## config.mk

```make
export PLATFORM = sky130hd
export DESIGN_NAME = muldiv_unit_flat
export DESIGN_NICKNAME = d
export VERILOG_FILES = /design/src/rtl/muldiv_pkg.sv /design/src/rtl/muldiv_if.sv /design/src/rtl/muldiv_unit.sv /design/src/flat_wrapper.sv
export SDC_FILE = /design/constraint.sdc
export NUM_CORES = 1
export LEC_CHECK = 0
export ABC_AREA = 0
export BUFFER_PORTS_ARGS = -buffer_cell sky130_fd_sc_hd__buf_4
export CAP_MARGIN = 0
export CELL_PAD_IN_SITES_DETAIL_PLACEMENT = 1
export CELL_PAD_IN_SITES_GLOBAL_PLACEMENT = 1
export CORE_UTILIZATION = 46
export CTS_BUF_LIST = sky130_fd_sc_hd__clkbuf_4
export DETAILED_ROUTE_END_ITERATION = 10
export PLACE_DENSITY_LB_ADDON = 0.1
export SLEW_MARGIN = 5
export SYNTH_ARGS = -nofsm -noshare
export SYNTH_HDL_FRONTEND = slang
export SYNTH_SLANG_ARGS = --single-unit
```

## constraint.sdc

```tcl
create_clock -name clk -period 5.2 [get_ports clk]
set_input_delay 1.56 -clock clk [delete_from_list [all_inputs] [get_ports clk]]
set_output_delay 1.56 -clock clk [all_outputs]
set_load 0.02 [all_outputs]
```

## src/rtl/muldiv_pkg.sv

```systemverilog
// Shared encodings for the RV32M multiply/divide unit: funct3 opcodes,
// FSM state type and operand signedness decode.
package muldiv_pkg;

   localparam logic [2:0] F3_MUL    = 3'd0;
   localparam logic [2:0] F3_MULH   = 3'd1;
   localparam logic [2:0] F3_MULHSU = 3'd2;
   localparam logic [2:0] F3_MULHU  = 3'd3;
   localparam logic [2:0] F3_DIV    = 3'd4;
   localparam logic [2:0] F3_DIVU   = 3'd5;
   localparam logic [2:0] F3_REM    = 3'd6;
   localparam logic [2:0] F3_REMU   = 3'd7;

   typedef enum logic [1:0] {
      ST_IDLE,
      ST_MUL,
      ST_DIV,
      ST_DONE
   } state_t;

   function automatic logic op1_signed(input logic [2:0] f3);
      return (f3 == F3_MUL) || (f3 == F3_MULH) || (f3 == F3_MULHSU) ||
             (f3 == F3_DIV) || (f3 == F3_REM);
   endfunction

   function automatic logic op2_signed(input logic [2:0] f3);
      return (f3 == F3_MUL) || (f3 == F3_MULH) ||
             (f3 == F3_DIV) || (f3 == F3_REM);
   endfunction

endpackage

```

## src/rtl/muldiv_if.sv

```systemverilog
// Request/response handshake bundle between a pipeline and muldiv_unit.
interface muldiv_if #(
   parameter int XLEN = 32
);
   logic            in_valid;
   logic            in_ready;
   logic [2:0]      funct3;
   logic [XLEN-1:0] op1;
   logic [XLEN-1:0] op2;
   logic            kill;
   logic            out_valid;
   logic            out_ready;
   logic [XLEN-1:0] result;

   modport master (
      output in_valid, funct3, op1, op2, kill, out_ready,
      input  in_ready, out_valid, result
   );

   modport slave (
      input  in_valid, funct3, op1, op2, kill, out_ready,
      output in_ready, out_valid, result
   );
endinterface

```

## src/rtl/muldiv_unit.sv

```systemverilog
// Iterative RV32M multiply/divide: radix-2 shift-add multiply and restoring
// divide on operand magnitudes sharing one 2*XLEN accumulator and counter.
module muldiv_unit
   import muldiv_pkg::*;
#(
   parameter int XLEN  = 32,
   parameter int CNT_W = $clog2(XLEN) + 1
) (
   input  logic     clk,
   input  logic     rst,
   muldiv_if.slave  bus
);

   state_t              r_state;
   state_t              w_next;
   logic [2:0]          r_funct3;
   logic [XLEN-1:0]     r_opb;
   logic [2*XLEN-1:0]   r_acc;
   logic [CNT_W-1:0]    r_cnt;
   logic                r_neg;
   logic                r_rem_neg;
   logic                r_skip;
   logic [XLEN-1:0]     r_result;

   logic                w_s1, w_s2, w_div0, w_ovf, w_last;
   logic [XLEN-1:0]     w_mag1, w_mag2, w_quo, w_rem, w_mul_res, w_div_res;
   logic [XLEN:0]       w_mul_sum, w_div_sub;
   logic [2*XLEN-1:0]   w_prod;

   assign w_s1   = op1_signed(bus.funct3) & bus.op1[XLEN-1];
   assign w_s2   = op2_signed(bus.funct3) & bus.op2[XLEN-1];
   assign w_mag1 = w_s1 ? -bus.op1 : bus.op1;
   assign w_mag2 = w_s2 ? -bus.op2 : bus.op2;
   assign w_div0 = (bus.op2 == '0);
   assign w_ovf  = ((bus.funct3 == F3_DIV) || (bus.funct3 == F3_REM)) &&
                   (bus.op1 == {1'b1, {(XLEN-1){1'b0}}}) && (bus.op2 == '1);
   assign w_last = (r_cnt == CNT_W'(XLEN));

   // Upper accumulator half is the partial product / partial remainder.
   assign w_mul_sum = {1'b0, r_acc[2*XLEN-1:XLEN]} + (r_acc[0] ? {1'b0, r_opb} : '0);
   assign w_div_sub = r_acc[2*XLEN-1:XLEN-1] - {1'b0, r_opb};

   assign w_prod    = r_neg ? -r_acc : r_acc;
   assign w_mul_res = (r_funct3 == F3_MUL) ? w_prod[XLEN-1:0] : w_prod[2*XLEN-1:XLEN];
   assign w_quo     = r_neg ? -r_acc[XLEN-1:0] : r_acc[XLEN-1:0];
   assign w_rem     = r_rem_neg ? -r_acc[2*XLEN-1:XLEN] : r_acc[2*XLEN-1:XLEN];
   assign w_div_res = ((r_funct3 == F3_DIV) || (r_funct3 == F3_DIVU)) ? w_quo : w_rem;

   assign bus.in_ready  = (r_state == ST_IDLE);
   assign bus.out_valid = (r_state == ST_DONE);
   assign bus.result    = r_result;

   always_ff @(posedge clk) begin
      if (rst) r_state <= ST_IDLE;
      else     r_state <= w_next;
   end

   always_comb begin
      w_next = r_state;
      case (r_state)
         ST_IDLE: if (bus.in_valid) w_next = bus.funct3[2] ? ST_DIV : ST_MUL;
         ST_MUL, ST_DIV: begin
            if (bus.kill)    w_next = ST_IDLE;
            else if (w_last) w_next = ST_DONE;
         end
         ST_DONE: if (bus.kill || bus.out_ready) w_next = ST_IDLE;
         default: w_next = ST_IDLE;
      endcase
   end

   always_ff @(posedge clk) begin
      if (rst) begin
         r_funct3  <= '0;
         r_opb     <= '0;
         r_acc     <= '0;
         r_cnt     <= '0;
         r_neg     <= 1'b0;
         r_rem_neg <= 1'b0;
         r_skip    <= 1'b0;
         r_result  <= '0;
      end else begin
         case (r_state)
            ST_IDLE: if (bus.in_valid) begin
               r_funct3  <= bus.funct3;
               r_rem_neg <= w_s1;
               if (!bus.funct3[2]) begin
                  r_opb  <= w_mag1;
                  r_acc  <= {{XLEN{1'b0}}, w_mag2};
                  r_neg  <= w_s1 ^ w_s2;
                  r_skip <= 1'b0;
                  r_cnt  <= '0;
               end else begin
                  // Special cases preload final magnitudes and run a single idle step.
                  r_opb  <= w_mag2;
                  r_acc  <= w_div0 ? {w_mag1, {XLEN{1'b1}}} : {{XLEN{1'b0}}, w_mag1};
                  r_neg  <= (w_s1 ^ w_s2) & ~w_div0;
                  r_skip <= w_div0 | w_ovf;
                  r_cnt  <= (w_div0 | w_ovf) ? CNT_W'(XLEN-1) : '0;
               end
            end
            ST_MUL: begin
               if (!w_last) begin
                  r_acc <= {w_mul_sum, r_acc[XLEN-1:1]};
                  r_cnt <= r_cnt + CNT_W'(1);
               end else begin
                  r_result <= w_mul_res;
               end
            end
            ST_DIV: begin
               if (!w_last) begin
                  if (!r_skip) begin
                     if (!w_div_sub[XLEN])
                        r_acc <= {w_div_sub[XLEN-1:0], r_acc[XLEN-2:0], 1'b1};
                     else
                        r_acc <= {r_acc[2*XLEN-2:0], 1'b0};
                  end
                  r_cnt <= r_cnt + CNT_W'(1);
               end else begin
                  r_result <= w_div_res;
               end
            end
            default: ;
         endcase
      end
   end

endmodule
```

## src/flat_wrapper.sv

```systemverilog
// flat-port wrapper written by rule: the top's interface ports become plain ports
module muldiv_unit_flat import muldiv_pkg::*;
#(
   parameter int XLEN  = 32,
   parameter int CNT_W = $clog2(XLEN) + 1
)
  (clk, rst, bus_in_valid, bus_funct3, bus_op1, bus_op2, bus_kill, bus_out_ready, bus_in_ready, bus_out_valid, bus_result);
  muldiv_if #(.XLEN(XLEN)) bus_i ();
  input  logic clk;
  input  logic rst;
  input wire logic [$bits(bus_i.in_valid)-1:0] bus_in_valid;
  input wire logic [$bits(bus_i.funct3)-1:0] bus_funct3;
  input wire logic [$bits(bus_i.op1)-1:0] bus_op1;
  input wire logic [$bits(bus_i.op2)-1:0] bus_op2;
  input wire logic [$bits(bus_i.kill)-1:0] bus_kill;
  input wire logic [$bits(bus_i.out_ready)-1:0] bus_out_ready;
  output wire logic [$bits(bus_i.in_ready)-1:0] bus_in_ready;
  output wire logic [$bits(bus_i.out_valid)-1:0] bus_out_valid;
  output wire logic [$bits(bus_i.result)-1:0] bus_result;
  assign bus_i.in_valid = bus_in_valid;
  assign bus_i.funct3 = bus_funct3;
  assign bus_i.op1 = bus_op1;
  assign bus_i.op2 = bus_op2;
  assign bus_i.kill = bus_kill;
  assign bus_i.out_ready = bus_out_ready;
  assign bus_in_ready = bus_i.in_ready;
  assign bus_out_valid = bus_i.out_valid;
  assign bus_result = bus_i.result;
  muldiv_unit #(.XLEN(XLEN), .CNT_W(CNT_W)) u_core (.clk(clk), .rst(rst), .bus(bus_i));
endmodule
```

==> flow_metrics.env, run 1 <==
export IMPL_overflow=0
export IMPL_first_global_vias=16700
export IMPL_setup_viol=0
export IMPL_drc=0
export IMPL_power_density_mw_per_mm2=671
export IMPL_cp_max_fo=10
export IMPL_syn_nets=2327
export IMPL_grt_antenna_before_repair=1
export IMPL_relSlewSlack=0.194
export IMPL_cp_start_kind="register"
export IMPL_dpl_hpwl_um=50700
export IMPL_drive_gt1_frac=0.111
export IMPL_cts_setup_buffers=0
export IMPL_seqCellArea_mm2=0.00284
export IMPL_required_ns=5.79
export IMPL_hp_class="register to register"
export IMPL_tns_ns=0
export IMPL_crit_family="compound AO/OA/AOI/OAI gates"
export IMPL_path_class="register to register"
export IMPL_fin_worst_skew_ns=0.0364
export IMPL_finalWeightedCongestion=0.984
export IMPL_cts_resized=0
export IMPL_portBuffers=105
export IMPL_fin_util=0.514
export IMPL_grt_pass1_wl_um=100000
export IMPL_avgSynthCellArea_um2=6.99
export IMPL_start_util=0.468
export IMPL_ys_seq_elements=142
export IMPL_netlist_area_mm2=0.0152
export IMPL_syn_instance_count=2178
export IMPL_grt_max_degree=66
export IMPL_leakage_nw=6.61
export IMPL_die_y_um=184
export IMPL_drv_slew=0
export IMPL_crit_buf_inv=1
export IMPL_wl_um=66100
export IMPL_synth_area_top_cells="dfxtp_1, nor2_1, xnor2_1, a21oi_1, ha_1"
export IMPL_final_nets=2347
export IMPL_drt_pass1_iter_count=5
export IMPL_worstPathArrival_ns=5.05
export IMPL_fin_crit_sh=0.859
export IMPL_synth_cells_most_frequent="nor2_1, nand2_1, a21oi_1"
export IMPL_rows=66
export IMPL_viasPerCell=6.54
export IMPL_clkLatencyLatePin_ns=0.66
export IMPL_slowest_delay_ns=0.89
export IMPL_period_needed_ns=4.47
export IMPL_cp_cell_sequence="ha_1, o21ai_0, nand2b_1, o2111ai_1, o211ai_1, buf_4, a21oi_1, o31ai_2, xnor2_1, a311oi_1, a211oi_1"
export IMPL_cts_tree="done"
export IMPL_grt_usage=0.390
export IMPL_ant_nets=0
export IMPL_synth_ff_type="dfxtp_1"
export IMPL_drv_cap=0
export IMPL_tightest_slew_ns=1.21
export IMPL_cts_root_buf="clkbuf_4"
export IMPL_clock_sinks=142
export IMPL_yosysTopAreaCell="dfxtp_1"
export IMPL_dieArea_mm2=0.0338
export IMPL_clkTransAtPathRegs_ns=0.17
export IMPL_synth_async_reset_ratio=0
export IMPL_yosysMostFrequentCell="nor2_1"
export IMPL_ir_drop_uv=425
export IMPL_num_vias=17400
export IMPL_hold_buffers=0
export IMPL_clock_path_buffers=2
export IMPL_synth_cell_type_count=82
export IMPL_rsz0062_at_grt="false"
export IMPL_timing_final_ws_setup_ns=0.734
export IMPL_synth_seq_area_share=0.187
export IMPL_hold_slack_ns=0.462
export IMPL_syn_to_final_growth_pct=9.91
export IMPL_dieWidth_um=184
export IMPL_wl_per_cell_um=24.9
export IMPL_io_pins=106
export IMPL_numCtsBuffers=17
export IMPL_synth_top_area_frac=0.187
export IMPL_yosysWarningCount=0
export IMPL_fmax_ghz=0.224
export IMPL_multi_input_area_mm2=0.0115
export IMPL_drt_iter0_markers=1435
export IMPL_dp_slack_ns=0.528
export IMPL_synth_edf_count=0
export IMPL_slowest_stage="xnor2_1"
export IMPL_outcome="finished clean"
export IMPL_cp_end_kind="register"
export IMPL_fp_coreArea_mm2=0.0325
export IMPL_fillers=4279
export IMPL_htreeDepth=4
export IMPL_hold_viol=0
==> final timing paths <==
check | start | to | slack (ns) | depth (start not counted)
min reg2reg | u_core.r_opb[2] | u_core.r_opb[2] | 0.46 | 2
max | u_core.r_acc[37] | u_core.r_acc[63] | 0.73 | 11
min | u_core.r_opb[2] | u_core.r_opb[2] | 0.46 | 2
max reg2reg | u_core.r_acc[37] | u_core.r_acc[63] | 0.73 | 11
==> kinds of logic (layout without fill, tap and decap cells) <==
| group | after synthesis | count (layout) | share of synthesized area |
|---|---|---|---|
| adder cells (fa/ha/maj) | 77 | 77 | 0.0643 |
| XOR/XNOR | 196 | 196 | 0.113 |
| multiplexers | 58 | 58 | 0.0391 |
| other | 0 | 2 | 0 |
| flip-flops | 142 | 142 | 0.187 |
| AND/OR/NAND/NOR | 770 | 770 | 0.236 |
| buffers and inverters | 244 | 277 | 0.0616 |
| AO/OA/AOI/OAI | 691 | 691 | 0.300 |
==> metal layers <==
layer  GRT usage  up-vias  part of all wire
met2       0.609      728              0.44
met4       0.182        0             0.048
li1            -     7945                 -
met5           0        -                 0
met1       0.521     8575              0.44
met3      0.0632      125             0.077
==> worst register-to-register path: cells and delay by family (launching register included) <==
| family | cells | cell delay [ns] |
|---|---|---|
| xor+xnor | 1 | 0.89 |
| simple gates | 1 | 0.09 |
| compound gates | 7 | 2.07 |
| flops | 1 | 0.78 |
| buf+inv | 1 | 0.18 |
| fa+ha+maj | 1 | 0.41 |
==> flip-flops by register name (all words and copies together), names as in the netlist <==
signal / flops
u_core.bus.result: 32
u_core.r_acc: 64
u_core.r_state: 2
u_core.r_neg: 1
u_core.r_rem_neg: 1
u_core.r_opb: 32
u_core.r_cnt: 6
u_core.r_skip: 1
u_core.r_funct3: 3
==> through the flow <==
stage	area, um^2	power [mW]	std cells
floorplan	15200	7.55	2178
global placement	16500	9.97	2621
detailed placement	16500	10.2	2621
CTS	16700	11.0	2653
global route	16700	11.9	2654
finish	16700	11.2	2655
==> placed cells by master, fill, tap and decap left out, types with 17 or more instances in the layout <==
cell type,synthesis,layout
nor2_1,295,294
nand2_1,193,193
a21oi_1,191,191
buf_4,2,169
dfxtp_1,142,141
o21ai_0,139,138
xnor2_1,119,119
xor2_1,77,76
inv_1,74,74
ha_1,75,74
nor3_1,68,67
mux2i_1,46,46
a211oi_1,44,44
nand3_1,36,36
nand4_1,34,34
o31ai_1,33,33
a311oi_1,32,32
a21o_1,30,30
nand2b_1,22,22
a22oi_1,21,21
o211ai_1,20,20
o41ai_1,19,19
o221ai_1,19,19
a31oi_1,18,18
a221oi_1,17,17
a211o_1,17,17
clkbuf_4,0,17
==> final cells by class <==
cell class / instances / share of cell area
inverter: 75 / 0.0168
sequential: 142 / 0.170
timing repair buffer: 170 / 0.0770
tap: 442 / 0.0331
clock buffer: 17 / 0.00763
multi-input combinational: 1792 / 0.686
clock inverter: 15 / 0.00890
antenna: 2 / 0.000299
==> power breakdown <==
| part | switching, mW | leakage (nW) | internal (mW) |
|---|---|---|---|
| Combinational | 5.25 | 5.30 | 3.07 |
| Clock | 0.544 | 0.146 | 0.253 |
| Sequential | 0.641 | 1.17 | 1.46 |
| Total | 6.43 | 6.61 | 4.79 |
No activity file was read; power rests on OpenSTA's default activity.
==> run 2: changes to the inputs <==
--- a/config.mk
+++ b/config.mk
@@ -5,12 +5,12 @@
 export SDC_FILE = /design/constraint.sdc
 export NUM_CORES = 1
 export LEC_CHECK = 0
-export ABC_AREA = 0
+export ABC_AREA = 1
 export BUFFER_PORTS_ARGS = -buffer_cell sky130_fd_sc_hd__buf_4
 export CAP_MARGIN = 0
 export CELL_PAD_IN_SITES_DETAIL_PLACEMENT = 1
 export CELL_PAD_IN_SITES_GLOBAL_PLACEMENT = 1
-export CORE_UTILIZATION = 46
+export CORE_UTILIZATION = 44
 export CTS_BUF_LIST = sky130_fd_sc_hd__clkbuf_4
 export DETAILED_ROUTE_END_ITERATION = 10
 export PLACE_DENSITY_LB_ADDON = 0.1
==> run 2 against run 1 <==
Critical path depth up 3. Clock-buffer cell count rose by 1. Synthesized area grew 19%. Cell count rose by 49%. Worst setup slack better by 0.39 ns. First-iteration DRC count rose by 96%. Sequential power rose by 9%. Largest cell class unchanged. Highest routed layer unchanged.
==> flow_metrics.env, run 2 <==
export IMPL_outcome="finished clean"
export IMPL_synth_ff_type="dfxtp_1"
export IMPL_leakage_nw=10.0
export IMPL_drv_slew=0
export IMPL_hp_start="u_core.bus.result[8]"
export IMPL_grt_antenna_before_repair=2
export IMPL_wl_um=97100
export IMPL_cts_resized=0
export IMPL_stdcell_area_mm2=0.0196
export IMPL_syn_instance_count=3375
export IMPL_synth_cell_type_count=49
export IMPL_synth_top_area_frac=0.224
export IMPL_power_density_mw_per_mm2=750
export IMPL_wl_per_cell_um=24.6
export IMPL_crit_start="u_core.r_acc[55]"
export IMPL_relSlewSlack=0.317
export IMPL_drive_gt1_frac=0.0669
export IMPL_required_ns=5.82
export IMPL_htreeDepth=4
export IMPL_drc=0
export IMPL_yosysTopAreaCell="nand2_1"
export IMPL_portBuffers=105
export IMPL_start_util=0.451
export IMPL_cts_root_buf="clkbuf_4"
export IMPL_clock_sinks=142
export IMPL_clock_path_buffers=2
export IMPL_clkTransAtPathRegs_ns=0.15
export IMPL_cp_end_kind="register"
export IMPL_numCtsBuffers=17
export IMPL_final_cell_mix="nand2_1, inv_1, nor2_1, nand3_1, a21oi_1"
export IMPL_synth_top_family_by_area="simple AND/OR/NAND/NOR gates"
export IMPL_rows=73
export IMPL_num_vias=24400
export IMPL_hold_viol=0
export IMPL_yosysWarningCount=0
export IMPL_fillers=6011
export IMPL_grt_max_degree=86
export IMPL_fin_worst_skew_ns=0.0435
export IMPL_setup_viol=0
export IMPL_netlist_area_mm2=0.0181
export IMPL_finalWeightedCongestion=1.09
export IMPL_ys_seq_elements=142
export IMPL_drv_cap=0
export IMPL_hp_class="register to register"
export IMPL_synth_async_reset_ratio=0
export IMPL_cts_setup_buffers=0
export IMPL_fin_crit_sh=0.784
export IMPL_die_y_um=205
export IMPL_clkLatencyLatePin_ns=0.71
export IMPL_hold_buffers=0
export IMPL_synth_area_top_cells="nand2_1, dfxtp_1, nand3_1, inv_1, nor2_1"
export IMPL_synthMuxAreaShare=0
export IMPL_largest_reg_flops=64
export IMPL_cts_tree="done"
export IMPL_grt_pass1_wl_um=143000
export IMPL_syn_to_final_growth_pct=8.33
export IMPL_synth_cells_most_frequent="nand2_1, inv_1, nor2_1"
export IMPL_synth_compound_area_share=0.180
export IMPL_drt_iter0_markers=2819
export IMPL_dieWidth_um=205
export IMPL_period_needed_ns=4.07
export IMPL_cp_max_fo=30
export IMPL_tightest_slew_ns=1.01
export IMPL_synth_edf_count=0
export IMPL_largest_register="u_core.r_acc"
export IMPL_fin_util=0.489
export IMPL_dp_slack_ns=0.827
export IMPL_viasPerCell=6.19
export IMPL_ant_nets=0
export IMPL_io_pins=106
export IMPL_fp_coreArea_mm2=0.0402
export IMPL_synth_seq_area_share=0.157
export IMPL_syn_nets=3524
export IMPL_path_class="register to register"
export IMPL_fmax_ghz=0.245
export IMPL_worstPathArrival_ns=4.69
export IMPL_timing_rr_start="u_core.r_acc[55]"
export IMPL_synth_adder_area_share=0.0540
export IMPL_first_global_vias=23900
export IMPL_dieArea_mm2=0.0420
export IMPL_yosysMostFrequentCell="nand2_1"
export IMPL_drt_pass1_iter_count=5
export IMPL_timing_final_ws_setup_ns=1.13
export IMPL_synth_xor_area_share=0.0478
export IMPL_grt_usage=0.458
export IMPL_tns_ns=0
export IMPL_dpl_hpwl_um=77900
export IMPL_final_nets=3560
export IMPL_placed_area_mm2=0.0194
export IMPL_cp_start_kind="register"
export IMPL_rsz0062_at_grt="false"
export IMPL_ir_drop_uv=1030
export IMPL_synthSimpleGateAreaFrac=0.437
export IMPL_overflow=0
export IMPL_mostFrequentLayoutCell="nand2_1"
export IMPL_hold_slack_ns=0.476
export IMPL_avgSynthCellArea_um2=5.37
==> run 2: cell types whose count changed after synthesis, sizes merged, moves of 46 or more <==
cell / before / now
a21oi: 191 / 252
clkbuf: 139 / 86
inv: 74 / 448
mux2i: 46 / 0
nand2: 193 / 1087
nand3: 37 / 340
nor2: 296 / 352
o21ai: 140 / 213
xnor2: 119 / 16
==> run 2: final timing paths <==
kind / to / slack, ns / cells after the start
worst max-delay path: u_core.r_acc[49] / 1.13 / 14
worst min register to register: u_core.bus.result[8] / 0.48 / 2
worst min-delay path: u_core.bus.result[8] / 0.48 / 2
worst max register to register: u_core.r_acc[49] / 1.13 / 14
==> run 2: cell families (layout without fill, tap and decap cells) <==
| logic type | after synthesis | after routing |
|---|---|---|
| and+or+nand+nor | 1895 | 1895 |
| xor gates and xnor gates | 99 | 99 |
| DFF | 142 | 142 |
| AOI/OAI and AO/OA | 580 | 580 |
| adders and majority gates | 77 | 77 |
| other | 0 | 1 |
| buffers and inverters | 582 | 630 |
==> run 2: per-stage QoR <==
step / power [mW] / cells
after floorplan: 9.35 / 3375
after global placement: 12.9 / 3917
after detailed placement: 13.3 / 3917
after CTS: 14.1 / 3948
after global routing: 15.5 / 3949
final: 14.7 / 3949
==> run 2: metal layers <==
layer / part of all wire / track usage / routed length [um] / up-vias
met4: 0.066 / 0.265 / 6440 / 0
met5: 0 / 0 / 0 / -
met3: 0.12 / 0.121 / 11700 / 333
li1: - / - / - / 11000
met1: 0.39 / 0.578 / 38000 / 11600
met2: 0.42 / 0.698 / 40900 / 1510
==> run 2: area by class of cell <==
| type | instances | area [um^2] | share of cell area |
|---|---|---|---|
| Timing Repair Buffer | 147 | 1120 | 0.0568 |
| Inverter | 452 | 1700 | 0.0865 |
| Sequential cell | 142 | 2840 | 0.145 |
| Antenna cell | 1 | 2.50 | 0.000127 |
| Clock inverter | 13 | 131 | 0.00669 |
| Tap cell | 525 | 657 | 0.0334 |
| Multi-Input combinational cell | 2651 | 13100 | 0.665 |
| Clock buffer | 18 | 135 | 0.00688 |
==> run 2: power by group <==
group          total (mW)  internal (mW)  switching [mW]
Sequential           2.28           1.47           0.812
Clock               0.773          0.249           0.523
Combinational        11.7           3.24            8.43
Total                14.7           4.96            9.77
==> run 2: critical path, cell delays in order (launching register included) <==
cell and delay (ns):
dfxtp_1 0.83, ha_1 0.44, nand2_1 0.16, nor2_1 0.09, nand2_1 0.15, inv_1 0.06, a21oi_1 0.37, nand2_1 0.17
nand2_2 0.39, nand2_2 0.56, nand2_1 0.27, nand3_1 0.09, nand2_1 0.15, nand2_1 0.09, a21oi_2 0.14
